**src/rtl/angle_sensor_poller.sv**
```systemverilog
// Polls a set of SPI angle sensors in ascending index order, once per sweep period.
// Each reply is checked before it is stored. Bad or missing replies raise sticky per-sensor errors.
module angle_sensor_poller #(
  parameter int unsigned NUMBER_OF_SENSORS = 9,
  parameter int unsigned SETUP_CYCLES      = 4,
  parameter int unsigned TIMEOUT_CYCLES    = 1024
) (
  input  logic                         clk,
  input  logic                         reset_n,
  input  logic                         enable,
  input  logic [NUMBER_OF_SENSORS-1:0] sensor_mask,
  input  logic [31:0]                  period_cycles,
  output logic                         spi_start,
  output logic [15:0]                  spi_tx_data,
  input  logic                         spi_done,
  input  logic [15:0]                  spi_rx_data,
  output logic [NUMBER_OF_SENSORS-1:0] ss_n_o,
  input  logic [3:0]                   rd_addr,
  output logic [13:0]                  rd_angle,
  output logic [NUMBER_OF_SENSORS-1:0] error_flags,
  input  logic                         clear_errors,
  output logic [15:0]                  error_count,
  output logic                         sweep_done
);

  typedef enum logic [2:0] {
    StIdle, StSelect, StStart, StWaitDone, StHold, StNext, StWaitPeriod
  } state_e;

  localparam int unsigned SetupLast   = (SETUP_CYCLES > 0) ? SETUP_CYCLES - 1 : 0;
  localparam int unsigned TimeoutLast = (TIMEOUT_CYCLES > 0) ? TIMEOUT_CYCLES - 1 : 0;

  state_e                        state_q, state_d;
  logic [31:0]                   step_q, step_d;
  logic [31:0]                   period_q, period_d;
  logic [3:0]                    idx_q, idx_d;
  logic [13:0]                   angle_q [NUMBER_OF_SENSORS];
  logic [13:0]                   rd_angle_q;
  logic [NUMBER_OF_SENSORS-1:0]  err_flags_q;
  logic [15:0]                   err_cnt_q;

  logic       first_found, after_found;
  logic [3:0] first_idx, after_idx;
  logic       go, rx_ok, elapsed, store, err_event;

  // Lowest set mask bit overall, and lowest set bit above the current sensor.
  always_comb begin
    first_found = 1'b0;
    first_idx   = '0;
    after_found = 1'b0;
    after_idx   = '0;
    for (int i = 0; i < NUMBER_OF_SENSORS; i++) begin
      if (sensor_mask[i] && !first_found) begin
        first_found = 1'b1;
        first_idx   = 4'(i);
      end
      if (sensor_mask[i] && !after_found && (4'(i) > idx_q)) begin
        after_found = 1'b1;
        after_idx   = 4'(i);
      end
    end
  end

  assign go      = enable && first_found;
  assign rx_ok   = !(^spi_rx_data) && !spi_rx_data[14];
  // Counter value is cycles since sweep start; "+1" makes start-to-start spacing exact.
  assign elapsed = ({1'b0, period_q} + 33'd1) >= {1'b0, period_cycles};

  always_comb begin
    state_d    = state_q;
    step_d     = step_q + 32'd1;
    idx_d      = idx_q;
    period_d   = (period_q == 32'hFFFF_FFFF) ? period_q : period_q + 32'd1;
    spi_start  = 1'b0;
    sweep_done = 1'b0;
    store      = 1'b0;
    err_event  = 1'b0;
    unique case (state_q)
      StIdle: begin
        if (go) begin
          state_d  = StSelect;
          idx_d    = first_idx;
          period_d = '0;
        end
      end
      StSelect: begin
        if (step_q >= SetupLast) state_d = StStart;
      end
      StStart: begin
        spi_start = 1'b1;
        state_d   = StWaitDone;
      end
      StWaitDone: begin
        if (spi_done) begin
          state_d   = StHold;
          store     = rx_ok;
          err_event = !rx_ok;
        end else if (step_q >= TimeoutLast) begin
          state_d   = StHold;
          err_event = 1'b1;
        end
      end
      StHold: begin
        if (step_q >= SetupLast) state_d = StNext;
      end
      StNext: begin
        if (!go) begin
          state_d = StIdle;
        end else if (after_found) begin
          state_d = StSelect;
          idx_d   = after_idx;
        end else begin
          sweep_done = 1'b1;
          state_d    = StWaitPeriod;
        end
      end
      StWaitPeriod: begin
        if (!go) begin
          state_d = StIdle;
        end else if (elapsed) begin
          state_d  = StSelect;
          idx_d    = first_idx;
          period_d = '0;
        end
      end
      default: state_d = StIdle;
    endcase
    if (state_d != state_q) step_d = '0;
  end

  always_comb begin
    ss_n_o = '1;
    if (state_q inside {StSelect, StStart, StWaitDone, StHold}) begin
      for (int i = 0; i < NUMBER_OF_SENSORS; i++) begin
        if (idx_q == 4'(i)) ss_n_o[i] = 1'b0;
      end
    end
  end

  always_ff @(posedge clk) begin
    if (!reset_n) begin
      state_q     <= StIdle;
      step_q      <= '0;
      period_q    <= '0;
      idx_q       <= '0;
      angle_q     <= '{default: '0};
      rd_angle_q  <= '0;
      err_flags_q <= '0;
      err_cnt_q   <= '0;
    end else begin
      state_q  <= state_d;
      step_q   <= step_d;
      period_q <= period_d;
      idx_q    <= idx_d;
      if (store) angle_q[idx_q] <= spi_rx_data[13:0];
      if (clear_errors) begin
        err_flags_q <= '0;
        err_cnt_q   <= '0;
      end else if (err_event) begin
        err_flags_q[idx_q] <= 1'b1;
        if (err_cnt_q != 16'hFFFF) err_cnt_q <= err_cnt_q + 16'd1;
      end
      rd_angle_q <= (32'(rd_addr) < NUMBER_OF_SENSORS) ? angle_q[rd_addr] : 14'd0;
    end
  end

  assign spi_tx_data = 16'hFFFF;
  assign rd_angle    = rd_angle_q;
  assign error_flags = err_flags_q;
  assign error_count = err_cnt_q;

endmodule
```
**config.mk**
```make
export PLATFORM = sky130hd
export DESIGN_NAME = angle_sensor_poller
export DESIGN_NICKNAME = d
export VERILOG_FILES = /design/src/rtl/angle_sensor_poller.sv
export SDC_FILE = /design/constraint.sdc
export NUM_CORES = 1
export LEC_CHECK = 0
export CORE_UTILIZATION = 50
export CTS_BUF_LIST = sky130_fd_sc_hd__clkbuf_16
export DETAILED_ROUTE_END_ITERATION = 16
export PLACE_DENSITY = 0.78
export RECOVER_POWER = 100
export SYNTH_ARGS = -nofsm -noshare
export SYNTH_HDL_FRONTEND = slang
export SYNTH_SLANG_ARGS = --single-unit
```
**constraint.sdc**
```tcl
create_clock -name clk -period 4.25 [get_ports clk]
set_input_delay 0.85 -clock clk [delete_from_list [all_inputs] [get_ports clk]]
set_output_delay 0.85 -clock clk [all_outputs]
set_load 0.02 [all_outputs]
```
; Yosys cells after proc, flatten, opt, wreduce, memory -nomap -nowiden
; Index checks and enable logic that the tools add are counted.
[totals]
wordCells = 204
regBits = 236
[classes]
magnitude_cmp = 18
mux = 82
add_sub_neg = 4
eq_ne = 22
n_bitwise = 4
n_reduce_logical = 58
[op_table]
columns = operator, n
row1 = 32-bit two-way mux, 4
row2 = 126-bit bitwise mux, 1
row3 = 4-bit two-way mux, 19
row4 = 32-bit by 1-bit adder with 32-bit output (second input constant), 2
row5 = 32-bit case mux with 2 select lines, 1
row6 = 14-bit binary-select mux with 4-bit select, 1
row7 = 14-bit demux with 4-bit select, 1
row8 = 14-bit two-way mux, 3
row9 = 1-bit two-way mux, 39
row10 = 32-bit by 1-bit adder with 33-bit output (second input constant), 1
row11 = 33-bit by 32-bit >= comparator with 1-bit output, 1
row12 = 32-bit equality test (second input constant), 1
row13 = 32-bit by 10-bit >= comparator with 1-bit output (second input constant), 1
row14 = 32-bit by 2-bit >= comparator with 1-bit output (second input constant), 1
row15 = 1-bit logical AND, 29
row16 = 3-bit two-way mux, 9
row17 = 3-bit case mux with 7 select lines, 1
row18 = 1-bit logical NOT, 19
row19 = 16-bit by 1-bit adder with 16-bit output (second input constant), 1
row20 = 4-bit by 3-bit equality test with 1-bit output (second input constant), 4
row21 = 3-bit by 4-bit greater-than comparator with 1-bit output (first input constant), 4
row22 = 16-bit != test (second input constant), 1
row23 = 16-bit parity, 1
row24 = 4-bit case mux with 3 select lines, 1
row25 = other kinds (28), 42

; Logic depth before layout (Yosys ltp)
; Gate-level depths: netlist of the first run.
[depth]
depth_word = 40
depth_mapped = 18
mapped_depth_nobuf = 16

; Least setup slack after synthesis of the first run
; Ideal clock, no wire load.
[synth_timing]
path_type = reg2reg
from = reg period_q[0]
to = reg step_q[10]
stages_incl_launch_ff = 17
synth_period_minus_slack_ns = 3.883
setup_ns = 0.063
slack_ns = 0.367
t_required_ns = 4.187
arrival_time_ns = 3.820
n_path_buf = 1
path_cell_list = dfxtp_1 ha_1 nand4_4 nand2b_1 or2_2 nand2b_1 xnor2_1 ha_1 a21oi_1 o21ai_1 a2111oi_0 o221ai_1 o31ai_1 nand3_1 o32a_4 buf_8 nor2_4
[synth_between]
elab_chain_len = 7
[synth_lines]
columns = item, line
row1 = "start, declared", 35  ; logic [31:0] period_q, period_d;
row2 = "start signal, assigned", 153  ; period_q <= period_d;
row3 = 32-bit by 1-bit adder with 33-bit output, 67  ; assign elapsed = ({1'b0, period_q} + 33'd1) >= {1'b0, period_cycles};
row4 = 33-bit by 32-bit >= comparator with 1-bit output, 67
row5 = 3-bit two-way mux, 120  ; end else if (elapsed) begin
row6 = 3-bit two-way mux, 118  ; if (!go) begin
row7 = 3-bit case mux with 7 select lines, 78  ; unique case (state_q)
row8 = 3-bit != test, 128  ; if (state_d != state_q) step_d = '0;
row9 = 2-bit OR reduction (no line), --
row10 = "end signal, assigned", 152  ; step_q <= step_d;
row11 = "end, declared", 34  ; logic [31:0] step_q, step_d;
; No other way between the ends.
; A chain may end at the register's enable or synchronous reset.

; Final worst setup path of the first run
[layout_timing]
from = reg period_q[3]
to = reg step_q[10]
; The elaborated chain is that of the path after synthesis.

==> results of run 1 <==
## what timing repair did
| action | CTS | global route |
|---|---|---|
| cloned | 3 | 0 |
| pin swaps | 2 | 3 |
| resized for setup | 4 | 9 |
| setup endpoints to repair | 32 | 70 |
## power by group
group	switching (mW)	internal, mW
logic	0.253	0.168
clock network	0.925	1.12
registers	0.0127	2.22
## cell type report
| class | count | share of cell area (%) |
|---|---|---|
| multi-input cells | 947 | 48.02 |
| flip-flops and latches | 236 | 32.92 |
| repair buffers | 150 | 9.596 |
| clock buffers | 26 | 4.532 |
| well taps | 319 | 2.780 |
| inverters | 47 | 1.238 |
| clock inverters | 21 | 0.8802 |
| diodes | 2 | 0.03486 |
## final timing paths
kind	cells after the start	start	to
max reg2reg	16	period_q[3]$_SDFF_PN0_	step_q[10]$_SDFF_PP0_
min reg2reg	1	step_q[0]$_SDFF_PP0_	step_q[0]$_SDFF_PP0_
max	16	period_q[3]$_SDFF_PN0_	step_q[10]$_SDFF_PP0_
min	1	step_q[0]$_SDFF_PP0_	step_q[0]$_SDFF_PP0_
## metrics by stage
stage / cell area, sq um / setup WS, ns / setup TNS [ns] / cells / hold WS, ns
detailed placement: 13580 / -0.07662 / -1.721 / 1696 / 0.4389
global placement: 13580 / 0.07077 / 0 / 1696 / 0.4290
global route: 14350 / -0.009047 / -0.009439 / 1747 / 0.4819
CTS: 14430 / 0.008568 / 0 / 1746 / 0.4540
floorplan: 12290 / 0.3670 / 0 / 1321 / 0.4231
finish: 14360 / 0.2177 / 0 / 1748 / 0.4513
## cell usage after synthesis (26+ instances only)
library cell,n,area [sq um]
xnor2_1,40,350.3
dfxtp_1,236,4725
nand3_1,39,195.2
ha_1,35,437.9
inv_1,46,172.7
mux4_2,28,630.6
a21oi_1,45,225.2
mux2i_1,149,1491
xor2_1,49,429.2
nand2_1,67,251.5
nand4_1,26,162.7
clkbuf_1,36,135.1
nor2_1,232,870.8
## registers in the layout, summed over array words and instances (netlist names)
register and flops:
error_count 16, period_q 32, error_flags 9, step_q 32, state_q 3, angle_q 126
rd_angle 14, idx_q 4
## worst max-delay path: stages (launching register included)
cell and delay [ns]:
dfxtp_1 0.39, and4_4 0.29, nand4_4 0.14, nand2b_1 0.19, or2_2 0.32, nand2b_1 0.19
xnor2_2 0.15, ha_1 0.31, a21oi_1 0.13, o21ai_1 0.12, a2111oi_2 0.33, o221ai_1 0.20
o31ai_2 0.26, buf_4 0.19, nand3_4 0.12, o32a_4 0.52, nor2_4 0.12
## logic make-up (layout without fill, tap and decap cells)
kind of cell	Yosys count	in the layout	share of synthesized area (%)
muxes	177	177	17.35
DFF	236	236	38.63
xor gates and xnor gates	89	89	6.374
adders and majority gates	35	35	3.581
buffers and inverters	141	244	5.811
AOI/OAI and AO/OA	129	132	7.807
other	1	18	0.03066
and+or+nand+nor	498	498	20.41
## layer usage
| layer | track usage [%] | routed length [um] | up-vias |
|---|---|---|---|
| met5 | 0 | 0 | - |
| met4 | 8.791 | 875 | 0 |
| met3 | 3.266 | 1553 | 58 |
| met2 | 40.06 | 13880 | 278 |
| met1 | 31.49 | 13230 | 4645 |
| li1 | - | - | 4702 |
==> results, run 1 <==
- The flow ran to the end, but the final reports show violations.
- The checks that failed: max-capacitance violations, max-slew violations.
- Power spread over the standard cell area amounts to 327.1 nW/um^2.
- In this run the worst path has a maximum fanout of 8.
- The pin count of the biggest net entering global routing is 60.
- The post-route clock skew is between 0.015 and 0.02 ns.
- Leaving out fill and tap cells, the most frequent cells in the layout are dfxtp_1 (235), nor2_1 (233), mux2i_1 (149).
- The area of the die is 25090 sq um.
- The insertion delay of the later-clocked pin in the worst-skew pair is 0.54 ns.
- The worst setup path is captured at a flop.
- The count of filler cells inserted in the layout is 2024.
- The wire length per cell after detailed routing is between 15 and 20 um.
- In the finished design, the share of the clock period the worst path needs comes to 94.88%.
- The number of design-rule violations left by the first detailed-router iteration is 696.
- The total number of vias is 9683.
- For this design the top-level I/O count stands at roughly 130.
- The number of synthesized flops with an enable pin is 0.
- The total DRC errors in the routed layout is 0.
- The final layout contains 1509 nets.
- The height of the chip is 158.4 um.
- The tightest min-delay check is of the flop to flop type.
- The clock tree root buffer cell is clkbuf_16.
- After global routing the overflow that remains totals 0.
- The commonest non-fill, non-tap cell in the layout is dfxtp_1.
- The first global-routing pass estimated 48.09 mm of wire.
- The largest buffer count on any clock path is 3.
- The post-synthesis to final-layout area growth is 17.39%.
- The sequential cell area fraction in the yosys report is 38.63%.
- For this run, the detailed router's first-pass iteration total came to 5.
- The core occupancy in the finished layout is 60.44%.
- At the end of routability-driven placement, the weighted congestion stood at 0.8541.
- In this run the register-to-register setup slack is 0.22 ns.
- The width of the die is 158.4 um.
- The total power draw is roughly 4.7 mW.
- Input and output buffers added on the ports amount to 115.
- The required arrival time at the worst endpoint is around 4.7 ns.
- Clock-pin slew was measured on the worst setup and hold paths at 0.06 ns.
- The placed wire-length estimate after detailed placement is 19.70 mm.
- For the pin with the worst max-slew slack, the measured transition is approximately 2.0 ns.
- The per-cell via count in the routed design is 5.539.
- Synthesis produced roughly 1300 cells.
- In this run the core area contains 56 standard-cell rows.
- The total area of multi-input combinational cells is 6894 sq um.
- The cell leakage power is 5.625 nW.
- The register bit count reported by yosys is ~240.
- The post-synthesis average cell area is approximately 9.4 sq um.
- In this run the number of H-tree levels came out at 1.
- The wire length after detailed routing is 29.54 mm.
- The fraction of layout instances using a drive strength above 1 is 11.77%.
- CTS saw 236 sinks.
- The data arrival at the endpoint of the critical path is 4.50 ns.
- The CTS tree is built.
- The number of antenna violations at the first check in global routing is 1.
- The count of unique library cells instantiated by Yosys is 80.
- The share of synthesized registers carrying an async set or reset is 0%.
- The core region area is 23750 sq um.
- The worst setup path is launched from a flop.
- In the synthesized netlist the dominant register cell turns out to be dfxtp_1.
- The hold buffer count at cts is 0.
- The cell area after synthesis is roughly 12000 sq um.
- The critical path in this run is classified as flop to flop.
- The number of hold violations in the final report is 0.
- The Yosys step of the flow raised 0 warnings.
- The routed design could run at a clock period as short as 4.032 ns.
- The initial utilization of the core area, before any placement, comes to approximately half.
- Setup violations remaining at the end of the flow were counted as 0.
- The largest voltage drop on the vdd net is 286.5 uV.
- The worst pin sits at a relative slew slack of -34.12%.
- The max-slew violation total from the final report came to 24.
- The total CTS buffers is 26.
- The combined flip-flop and latch cell area is 4726 sq um.
- The via count of the first global-routing pass was between 9000 and 10000.
- Once the clock tree was built, the setup fixing pass inserted 0 buffers.
- The count of antenna-violating nets left after detailed routing is 0.
- In the global route stage, overall resource usage came out at 23.97%.
- Max-cap violations in this run came to 1.
- Based on the critical path, the design can be clocked at up to 248.0 MHz.
(Power assumes the default switching activity.)
==> inputs of run 2 (changes only) <==
--- a/config.mk
+++ b/config.mk
@@ -5,10 +5,13 @@
 export SDC_FILE = /design/constraint.sdc
 export NUM_CORES = 1
 export LEC_CHECK = 0
-export CORE_UTILIZATION = 50
+export CELL_PAD_IN_SITES_DETAIL_PLACEMENT = 1
+export CELL_PAD_IN_SITES_GLOBAL_PLACEMENT = 1
+export CORE_UTILIZATION = 44
 export CTS_BUF_LIST = sky130_fd_sc_hd__clkbuf_16
+export CTS_CLUSTER_DIAMETER = 100
 export DETAILED_ROUTE_END_ITERATION = 16
-export PLACE_DENSITY = 0.78
+export PLACE_DENSITY = 0.86
 export RECOVER_POWER = 100
 export SYNTH_ARGS = -nofsm -noshare
 export SYNTH_HDL_FRONTEND = slang
==> results, run 2 (synthesized netlist as in run 1, its figures left out) <==
- The floorplan row count is 60 (+7.1%).
- The number of flip-flops under the largest register name is 126 (unchanged).
- The worst setup path is captured at a primary output.
- The max-slew violation total from the final report was 30 (+25%).
- The post-layout net count is 1513 (+0.27%).
- The via count of the first global-routing pass is 10770 (+11%).
- The post-synthesis to final-layout area growth is 17.32% (about the same).
- The wire length per cell after detailed routing is 19.54 um (+16%).
- The height of the chip is 168.7 um (+6.5%).
- The number of buffer cells added on primary ports came to 115 (unchanged).
- The final reports fail on max-capacitance violations, max-slew violations.
- The wire length on met1 is 15.16 mm (+15%).
- The wire length on met2 was 17.49 mm (+26%).
- The total number of vias is 9993 (+3.2%).
- TritonCTS built the clock tree.
- The worst setup margin came to 0.2650 ns (+0.04721 ns).
- The post-route clock skew came to 0.01020 ns (-0.007197 ns).
- The most flop-heavy register is angle_q.
- The detailed router used layers up to and including met4.
- The highest clock frequency the design can meet came to 250.9 MHz (+1.2%).
- In the final layout, the registers with the most flip-flops are angle_q: 126 flops, period_q: 32 flops, step_q: 32 flops.
- The number of antenna violations at the first check in global routing is 0 (-1).
- The power per cell area is 331.2 nW/um^2 (+1.2%).
- The total CTS buffers came to 26 (unchanged).
- The placed wire-length estimate after detailed placement is 22.99 mm (+17%).
- The fraction of layout instances using a drive strength above 1 is 10.85% (-0.93 points).
- The routability congestion estimate is 0.8267 (-3.2%).
- The flow ran to the end, but the final reports show violations.
- The diode insertion count for antenna repair was 0 (-2).
- The cell leakage power is 5.649 nW (+0.42%).
- The count of antenna-violating nets left after detailed routing was 0 (unchanged).
- The wire length of the first global-routing pass is 56.28 mm (+17%).
- The tightest slew margin relative to the limit came to -31.60% (+2.5 points).
- The total setup buffers inserted after CTS is 0 (unchanged).
- The clock tree root buffer cell is clkbuf_16.
- Leaving out fill and tap cells, the most frequent cell in the layout is nor2_1.
- The type of the worst setup path is input pin to primary output.
- The shortest clock period the worst path allows after layout is 3.985 ns (-0.04721 ns).
- The largest voltage drop on the vdd net is 266.4 uV (-7.0%).
- The worst slack on hold paths is 0.4437 ns (-0.007579 ns).
- The wire length after detailed routing is 35.19 mm (+19%).
- The first-pass detailed-route iteration total came to 4 (-1).
- The largest buffer count on any clock path is 3 (unchanged).
- The category of the worst setup path launch point is an input pin.
- The area of the die is 28460 sq um (+13%).
- The pre-CTS setup slack is -0.1546 ns (-0.07798 ns).
- The placed cell count is 1753 (+3.4%).
- The pin slew with the least headroom to its limit is 1.974 ns (-0.03780 ns).
- The per-cell via count in the routed design is 5.549 (+0.16%).
- The ratio of final minimum period to clock period is 93.77% (-1.1 points).
- The total I/O pin count is 132 (unchanged).
- The insertion delay of the later-clocked pin in the worst-skew pair is 0.54 ns (about the same).
- Setup repair after global routing left no endpoint under its margin.
- The overall global routing resource usage is 24.69% (+0.71 points).
- The aggregate global routing overflow is 0 (unchanged).
- The required arrival time at the worst endpoint is 3.40 ns (-1.32 ns).
- In this run the worst hold path is classified as flop to flop.
- The data arrival at the endpoint of the critical path is 3.14 ns (-1.36 ns).
- In the layout the commonest cells are nor2_1 (251), dfxtp_1 (235), mux2i_1 (149).
- The number of design-rule violations left by the first detailed-router iteration was 515 (-26%).
- The number of sinks driven by the clock tree came to 236 (unchanged).
- The critical-path maximum fanout is 5 (-3).
- The count of max-cap constraint violations is 1 (unchanged).
- The count of endpoints failing setup in the final report is 0 (unchanged).
- The width of the die is 168.7 um (+6.5%).
- The final cell count without fillers is 1801 (+3.0%).
- The number of hold violations in the final report is 0 (unchanged).
- The pin count of the biggest net entering global routing is 51 (-15%).
- The initial standard-cell utilization of the core came to 45.12% (-6.4 points).
- The register clock-pin slew on the reported worst setup and hold paths came to 0.05 ns (about the same).
- The total DRC errors in the routed layout came to 0 (unchanged).
- The depth of the CTS H-tree is 1 (unchanged).
- The routed length on met3 came to 1.406 mm (-9.5%).
- The core region area is 27100 sq um (+14%).
-- run 2: changes by cell type in the layout (fill, tap and decap cells not counted), moves of 2 or more --
cell	previous run	this run
clkinv_1	9	4
clkbuf_2	8	10
buf_4	22	25
inv_1	48	50
clkinvlp_4	3	1
nor2_4	7	3
clkinv_2	5	8
nor2_2	24	10
diode_2	2	0
nor2_1	233	251
-- run 2: routing by layer --
metal | global-route usage [%] | vias to the layer above
li1 | - | 4713
met1 | 30.11 | 4960
met2 | 43.93 | 235
met3 | 3.507 | 85
met4 | 9.249 | 0
met5 | 0 | -
-- run 2: through the flow --
stage               TNS [ns]  util (%)  cell area [sq um]  power [mW]
floorplan                  0         -              12290       2.558
global placement           0     50.78              13760       2.684
detailed placement    -4.178     50.78              13760       2.693
CTS                        0     53.92              14610       4.813
global route               0     52.94              14350       4.903
finish                     0     52.94              14350       4.752
-- run 2: repair_timing --
item / 4_1_cts / 5_1_grt
pin swaps: 3 / 3
hold buffers: 0 / 0
setup endpoints to repair: 36 / 71
gates cloned: 3 / 0
gates resized for setup: 5 / 11
endpoints found under the hold margin: 0 / 0
-- run 2: final cells by class --
class	instances	area (sq um)
fillers	3052	12750
multi-input cells	947	6807
flip-flops and latches	236	4726
repair buffers	154	1399
clock buffers	26	650.6
well taps	372	465.4
inverters	47	177.7
clock inverters	19	122.6
-- run 2: worst paths after layout --
kind | from | end | slack (ns) | cells after the start
setup reg to reg | period_q[4]$_SDFF_PN0_ | period_q[8]$_SDFF_PN0_ | 0.26 | 16
hold / removal | step_q[0]$_SDFF_PP0_ | step_q[0]$_SDFF_PP0_ | 0.44 | 1
hold reg to reg | step_q[0]$_SDFF_PP0_ | step_q[0]$_SDFF_PP0_ | 0.44 | 1
setup / recovery | sensor_mask[7] | sweep_done | 0.26 | 7
-- run 2: report_power, final --
group / total (mW) / switching, mW / internal (mW) / leakage, nW
sequential: 2.23 / 0.0128 / 2.22 / 1.90
combinational: 0.429 / 0.260 / 0.169 / 3.35
clock: 2.09 / 0.922 / 1.17 / 0.402
total: 4.75 / 1.20 / 3.56 / 5.65
-- run 2: worst max-delay path: stages --
cell             delay [ns]
clkdlybuf4s50_1        0.51
nor2_1                 0.25
a311oi_2               0.13
nor4_4                 0.45
nand2_1                0.15
nor2_1                 0.17
clkdlybuf4s50_1        0.63
